===== src/rtl/add_pkg.sv =====
// Shared definitions for the pipelined add/subtract unit: result flags,
// operation encoding, and helpers that turn WIDTH/CHUNK into a stage count.
package add_pkg;

    // Flags produced alongside the sum by the final stage
    typedef struct packed {
        logic co;
        logic ov;
        logic z;
    } flags_t;

    localparam logic OP_ADD = 1'b0;
    localparam logic OP_SUB = 1'b1;

    // Number of carry-pipelined stages; never below one so arrays stay sized
    function automatic int calc_stages(input int width, input int chunk);
        int n;
        if (chunk > 0) begin
            n = width / chunk;
        end else begin
            n = 1;
        end
        if (n < 1) begin
            n = 1;
        end
        return n;
    endfunction

    // WIDTH must split evenly into chunks no wider than the operand
    function automatic bit params_legal(input int width, input int chunk);
        return (chunk > 0) && (chunk <= width) && ((width % chunk) == 0);
    endfunction

endpackage


===== src/rtl/add_chunk_stage.sv =====
// One CHUNK-bit slice of the carry-pipelined adder. Registers its partial
// sum, carry-out, the overflow flag of its MSB and the beat valid bit; all
// state holds while en is low (downstream stall).
module add_chunk_stage #(
    parameter int CHUNK = 4
) (
    input  logic             clk,
    input  logic             rst,
    input  logic             en,
    input  logic             prev_valid,
    input  logic [CHUNK-1:0] a,
    input  logic [CHUNK-1:0] b,
    input  logic             cin,
    output logic [CHUNK-1:0] sum_s,
    output logic [CHUNK-1:0] sum_r,
    output logic             co_r,
    output logic             ov_r,
    output logic             valid_r
);

    logic [CHUNK:0] total_s;
    logic           msb_cin_s;

    // Slice addition; carry into the MSB is recovered from the MSB sum bit
    always_comb begin
        total_s   = {1'b0, a} + {1'b0, b} + {{CHUNK{1'b0}}, cin};
        sum_s     = total_s[CHUNK-1:0];
        msb_cin_s = total_s[CHUNK-1] ^ a[CHUNK-1] ^ b[CHUNK-1];
    end

    // Slice result register with synchronous clear and stall hold
    always_ff @(posedge clk) begin
        if (rst) begin
            sum_r   <= '0;
            co_r    <= 1'b0;
            ov_r    <= 1'b0;
            valid_r <= 1'b0;
        end else if (en) begin
            sum_r   <= sum_s;
            co_r    <= total_s[CHUNK];
            ov_r    <= msb_cin_s ^ total_s[CHUNK];
            valid_r <= prev_valid;
        end
    end

endmodule


===== src/rtl/add_pipe.sv =====
// WIDTH-bit add/subtract unit built from STAGES carry-pipelined CHUNK-bit
// slices. Operand chunks are skewed in, sum chunks de-skewed out, so one
// beat per cycle emerges with a fixed latency of STAGES cycles. A single
// global enable freezes the whole pipe while the consumer stalls.
module add_pipe
    import add_pkg::*;
#(
    parameter int WIDTH = 16,
    parameter int CHUNK = 4
) (
    input  logic             clk,
    input  logic             rst,
    input  logic             in_valid,
    output logic             in_ready,
    input  logic [WIDTH-1:0] A,
    input  logic [WIDTH-1:0] B,
    input  logic             CI,
    input  logic             sub,
    output logic             out_valid,
    input  logic             out_ready,
    output logic [WIDTH-1:0] S,
    output logic             CO,
    output logic             OV,
    output logic             Z
);

    localparam int STAGES = calc_stages(WIDTH, CHUNK);

    if (!params_legal(WIDTH, CHUNK)) begin : g_bad_params
        $error("add_pipe: WIDTH must be a non-zero multiple of CHUNK and CHUNK <= WIDTH");
    end

    logic             en_s;
    logic [WIDTH-1:0] beff_s;
    logic             ceff_s;
    logic [WIDTH-1:0] s_next_s;
    logic             z_r;
    flags_t           flags_s;

    logic [CHUNK-1:0] stage_sum_s   [STAGES];
    logic [CHUNK-1:0] stage_sum_r   [STAGES];
    logic             stage_co_r    [STAGES];
    logic             stage_ov_r    [STAGES];
    logic             stage_valid_r [STAGES];

    // Global stall, operand conditioning for subtract, and flag bundle
    always_comb begin
        in_ready = !stage_valid_r[STAGES-1] || out_ready;
        en_s     = in_ready;
        if (sub == OP_SUB) begin
            beff_s = ~B;
            ceff_s = ~CI;
        end else begin
            beff_s = B;
            ceff_s = CI;
        end
        flags_s.co = stage_co_r[STAGES-1];
        flags_s.ov = stage_ov_r[STAGES-1];
        flags_s.z  = z_r;
    end

    assign out_valid = stage_valid_r[STAGES-1];
    assign CO        = flags_s.co;
    assign OV        = flags_s.ov;
    assign Z         = flags_s.z;

    for (genvar j = 0; j < STAGES; j++) begin : g_chunk
        localparam int DEPTH = STAGES - 1 - j;

        logic [CHUNK-1:0] a_op_s;
        logic [CHUNK-1:0] b_op_s;
        logic             cin_s;
        logic             vld_s;

        if (j == 0) begin : g_head
            assign a_op_s = A[CHUNK-1:0];
            assign b_op_s = beff_s[CHUNK-1:0];
            assign cin_s  = ceff_s;
            assign vld_s  = in_valid;
        end else begin : g_skew
            logic [CHUNK-1:0] a_dly_r [j];
            logic [CHUNK-1:0] b_dly_r [j];

            // Delay this operand chunk so it meets the carry from below
            always_ff @(posedge clk) begin
                if (rst) begin
                    for (int k = 0; k < j; k++) begin
                        a_dly_r[k] <= '0;
                        b_dly_r[k] <= '0;
                    end
                end else if (en_s) begin
                    a_dly_r[0] <= A[j*CHUNK +: CHUNK];
                    b_dly_r[0] <= beff_s[j*CHUNK +: CHUNK];
                    for (int k = 1; k < j; k++) begin
                        a_dly_r[k] <= a_dly_r[k-1];
                        b_dly_r[k] <= b_dly_r[k-1];
                    end
                end
            end

            assign a_op_s = a_dly_r[j-1];
            assign b_op_s = b_dly_r[j-1];
            assign cin_s  = stage_co_r[j-1];
            assign vld_s  = stage_valid_r[j-1];
        end

        add_chunk_stage #(.CHUNK(CHUNK)) u_stage (
            .clk        (clk),
            .rst        (rst),
            .en         (en_s),
            .prev_valid (vld_s),
            .a          (a_op_s),
            .b          (b_op_s),
            .cin        (cin_s),
            .sum_s      (stage_sum_s[j]),
            .sum_r      (stage_sum_r[j]),
            .co_r       (stage_co_r[j]),
            .ov_r       (stage_ov_r[j]),
            .valid_r    (stage_valid_r[j])
        );

        if (DEPTH == 0) begin : g_top_chunk
            assign S[j*CHUNK +: CHUNK]        = stage_sum_r[j];
            assign s_next_s[j*CHUNK +: CHUNK] = stage_sum_s[j];
        end else begin : g_deskew
            logic [CHUNK-1:0] s_dly_r [DEPTH];

            // Hold finished low chunks until the top chunk catches up
            always_ff @(posedge clk) begin
                if (rst) begin
                    for (int k = 0; k < DEPTH; k++) begin
                        s_dly_r[k] <= '0;
                    end
                end else if (en_s) begin
                    s_dly_r[0] <= stage_sum_r[j];
                    for (int k = 1; k < DEPTH; k++) begin
                        s_dly_r[k] <= s_dly_r[k-1];
                    end
                end
            end

            assign S[j*CHUNK +: CHUNK] = s_dly_r[DEPTH-1];

            if (DEPTH == 1) begin : g_next_direct
                assign s_next_s[j*CHUNK +: CHUNK] = stage_sum_r[j];
            end else begin : g_next_chain
                assign s_next_s[j*CHUNK +: CHUNK] = s_dly_r[DEPTH-2];
            end
        end
    end

    // Zero flag registered together with the final sum chunk
    always_ff @(posedge clk) begin
        if (rst) begin
            z_r <= 1'b0;
        end else if (en_s) begin
            z_r <= (s_next_s == {WIDTH{1'b0}});
        end
    end

endmodule


===== config.mk =====
export PLATFORM = sky130hd
export DESIGN_NAME = add_pipe
export DESIGN_NICKNAME = d
export VERILOG_FILES = /design/src/rtl/add_pkg.sv /design/src/rtl/add_chunk_stage.sv /design/src/rtl/add_pipe.sv
export SDC_FILE = /design/constraint.sdc
export NUM_CORES = 1
export LEC_CHECK = 0
export CORE_UTILIZATION = 32
export CTS_BUF_LIST = sky130_fd_sc_hd__clkbuf_8
export DETAILED_ROUTE_END_ITERATION = 8
export PLACE_DENSITY = 0.54
export REMOVE_ABC_BUFFERS = 1
export SKIP_CTS_REPAIR_TIMING = 1
export SLEW_MARGIN = 25
export SYNTH_ARGS = -nofsm -noshare
export SYNTH_HDL_FRONTEND = slang
export SYNTH_HIERARCHICAL = 1
export SYNTH_SLANG_ARGS = --single-unit
export TNS_END_PERCENT = 10

===== constraint.sdc =====
create_clock -name clk -period 5 [get_ports clk]
set_input_delay 1 -clock clk [delete_from_list [all_inputs] [get_ports clk]]
set_output_delay 1 -clock clk [all_outputs]
set_load 0.02 [all_outputs]

==> flow_metrics.env <==
export IMPL_status="complete, no violations"
export IMPL_final_period_utilization=0.644
export IMPL_ff_latch_area_mm2=0.00268
export IMPL_cts_htree_levels=3
export IMPL_dr_total_vias=2452
export IMPL_crit_end="in_ready"
export IMPL_avgSynthCellArea_um2=13.0
export IMPL_final_hold_viol_count=0
export IMPL_fin_tns_setup_ns=0
export IMPL_grt_max_degree=73
export IMPL_number_of_antenna_violations_at_the_first_check_in_global_routing=0
export IMPL_fin_crit_ns=3.22
export IMPL_grt_pass1_wl_um=11500
export IMPL_drive_gt1_frac=0.103
export IMPL_timing_max_transition_violations_final=0
export IMPL_leakage_nw=2.22
export IMPL_path_clk_slew_ns=0.09
export IMPL_die_area_mm2=0.0148
export IMPL_power_density_mw_per_mm2=298
export IMPL_timing_worst_setup_path_type="input port to output port"
export IMPL_worst_setup_path_start_kind="input port"
export IMPL_first_global_vias=2484
export IMPL_avgViaCountPerCell=4.18
export IMPL_rsz_0062_raised_after_global_routing="no"
export IMPL_cts_sink_count=98
export IMPL_most_common_cell_after_layout_fill_and_taps_aside="sky130_fd_sc_hd__edfxtp_1"
export IMPL_synthCells=353
export IMPL_initialDrtViolationCount=85
export IMPL_final_setup_skew_ns=0.00892
export IMPL_worstHoldPathType="flop to flop"
export IMPL_worstPathMaxFanout=2
export IMPL_die_w_um=122
export IMPL_drv_max_cap_violation_count=0
export IMPL_max_freq_ghz=0.311
export IMPL_tritoncts_clock_tree="done"
export IMPL_critical_path_reg2reg_startpoint="g_chunk[3].g_skew.a_dly_r[0][8]"
export IMPL_commonest_cells_after_routing_fill_and_taps_aside="sky130_fd_sc_hd__edfxtp_1, sky130_fd_sc_hd__and2_1, sky130_fd_sc_hd__clkdlybuf4s50_1"
export IMPL_cts_max_path_buffers=2
export IMPL_synth_area_mm2=0.00458
export IMPL_post_dp_hpwl_um=4570
export IMPL_rr_worst_depth=7
export IMPL_timing_critical_path_required_ns=4.00
export IMPL_cts_root_buffer="sky130_fd_sc_hd__clkbuf_8"
export IMPL_ys_warn_count=6
export IMPL_num_nets_final=459
export IMPL_worstPathArrival_ns=2.22
export IMPL_place_gp_congestion=0.718
export IMPL_rrSetupSlack_ns=2.81
export IMPL_multiInputGateArea_mm2=0.00165
export IMPL_syn2layout_area_growth_pct=17.6
export IMPL_cts_buffers=9
export IMPL_detail_route_drc_violations=0
export IMPL_global_route_usage_total=0.103
export IMPL_floorplan_initialDensity=0.329
export IMPL_fill_cells=1360
export IMPL_worst_pin_slew_ns=0.890
export IMPL_avgRoutedWirePerCell_um=11.7
export IMPL_postRouteAntennaNets=0
export IMPL_drt_pre_antenna_iters=4
export IMPL_numPortBuffers=58
export IMPL_placement_rows=43
export IMPL_power_total_w=0.00161
export IMPL_grt_remaining_overflow=0
export IMPL_setup_viol=0
export IMPL_wl_final_um=6850
export IMPL_critical_path_startpoint="out_ready"
export IMPL_power_ir_vdd_worst_mv=0.104
export IMPL_timing_critical_path_to_type="output port"
export IMPL_die_ht_um=122
export IMPL_worstReg2RegEnd="Z"
export IMPL_pin_count=59
export IMPL_later_pin_clock_latency_in_the_skew_report_ns=0.37
export IMPL_antennaDiodeCount=0
export IMPL_core_mm2=0.0139
export IMPL_slew_headroom=0.406
[critical path, cell delays in order]
cell	delay, ns
sky130_fd_sc_hd__clkdlybuf4s50_1	0.46
sky130_fd_sc_hd__nand2b_4	0.12
sky130_fd_sc_hd__clkdlybuf4s50_1	0.64
[how the worst min path moves through the flow]
stage | startpoint | endpoint | slack, ns | depth (start not counted)
2_1_floorplan | g_chunk[0].u_stage/sum_r[1] | g_chunk[0].u_stage/sum_r[1] | 0.45 | 2
3_3_place_gp | g_chunk[1].u_stage/sum_r[3] | g_chunk[1].u_stage/sum_r[3] | 0.47 | 2
3_5_place_dp | g_chunk[1].u_stage/sum_r[1] | g_chunk[1].u_stage/sum_r[1] | 0.47 | 2
4_1_cts | g_chunk[1].u_stage/sum_r[1] | g_chunk[1].u_stage/sum_r[1] | 0.48 | 2
5_1_grt | g_chunk[1].u_stage/sum_r[1] | g_chunk[1].u_stage/sum_r[1] | 0.52 | 2
6_report | g_chunk[1].u_stage/sum_r[1] | g_chunk[1].u_stage/sum_r[1] | 0.48 | 2
[through the flow]
| stage | setup WS, ns | std cells | area (µm²) | utilization | hold WS [ns] |
|---|---|---|---|---|---|
| global placement | 1.69 | 570 | 5220 | 0.375 | 0.468 |
| finish | 1.78 | 586 | 5390 | 0.387 | 0.477 |
| floorplan | 2.18 | 328 | 4380 | - | 0.450 |
| global route | 1.72 | 586 | 5390 | 0.387 | 0.516 |
| CTS | 1.74 | 586 | 5390 | 0.387 | 0.481 |
| detailed placement | 1.67 | 570 | 5220 | 0.375 | 0.469 |
[metal layers]
layer | up-vias | global-route usage | part of all wire
li1 | 1285 | - | -
met2 | 42 | 0.164 | 0.46
met3 | 7 | 0.0257 | 0.038
met5 | - | 0 | 0
met4 | 0 | 0.0532 | 0.012
met1 | 1118 | 0.128 | 0.49
[layout make-up]
| class | count | share of cell area |
|---|---|---|
| Sequential cell | 98 | 0.497 |
| Multi-Input combinational cell | 216 | 0.306 |
| Timing Repair Buffer | 62 | 0.113 |
| Tap cell | 180 | 0.0418 |
| Clock buffer | 10 | 0.0255 |
| Inverter | 14 | 0.00974 |
| Clock inverter | 6 | 0.00673 |
[state kept, by name, summed over array words and instances (netlist names)]
register / cells
g_chunk.u_stage/sum_r: 16
g_chunk.g_skew.b_dly_r: 24
g_chunk.g_deskew.s_dly_r: 24
g_chunk.u_stage/ov_r: 1
g_chunk.u_stage/co_r: 4
g_chunk.g_skew.a_dly_r: 24
Z: 1
g_chunk.u_stage/valid_r: 4
[report_power, final]
| group | internal, W | switching [W] | leakage [nW] |
|---|---|---|---|
| registers | 0.000926 | 0.0000212 | 1.07 |
| logic | 0.000113 | 0.0000945 | 1.06 |
| clock network | 0.000191 | 0.000264 | 0.0909 |
No activity file was read; power rests on OpenSTA's default activity.
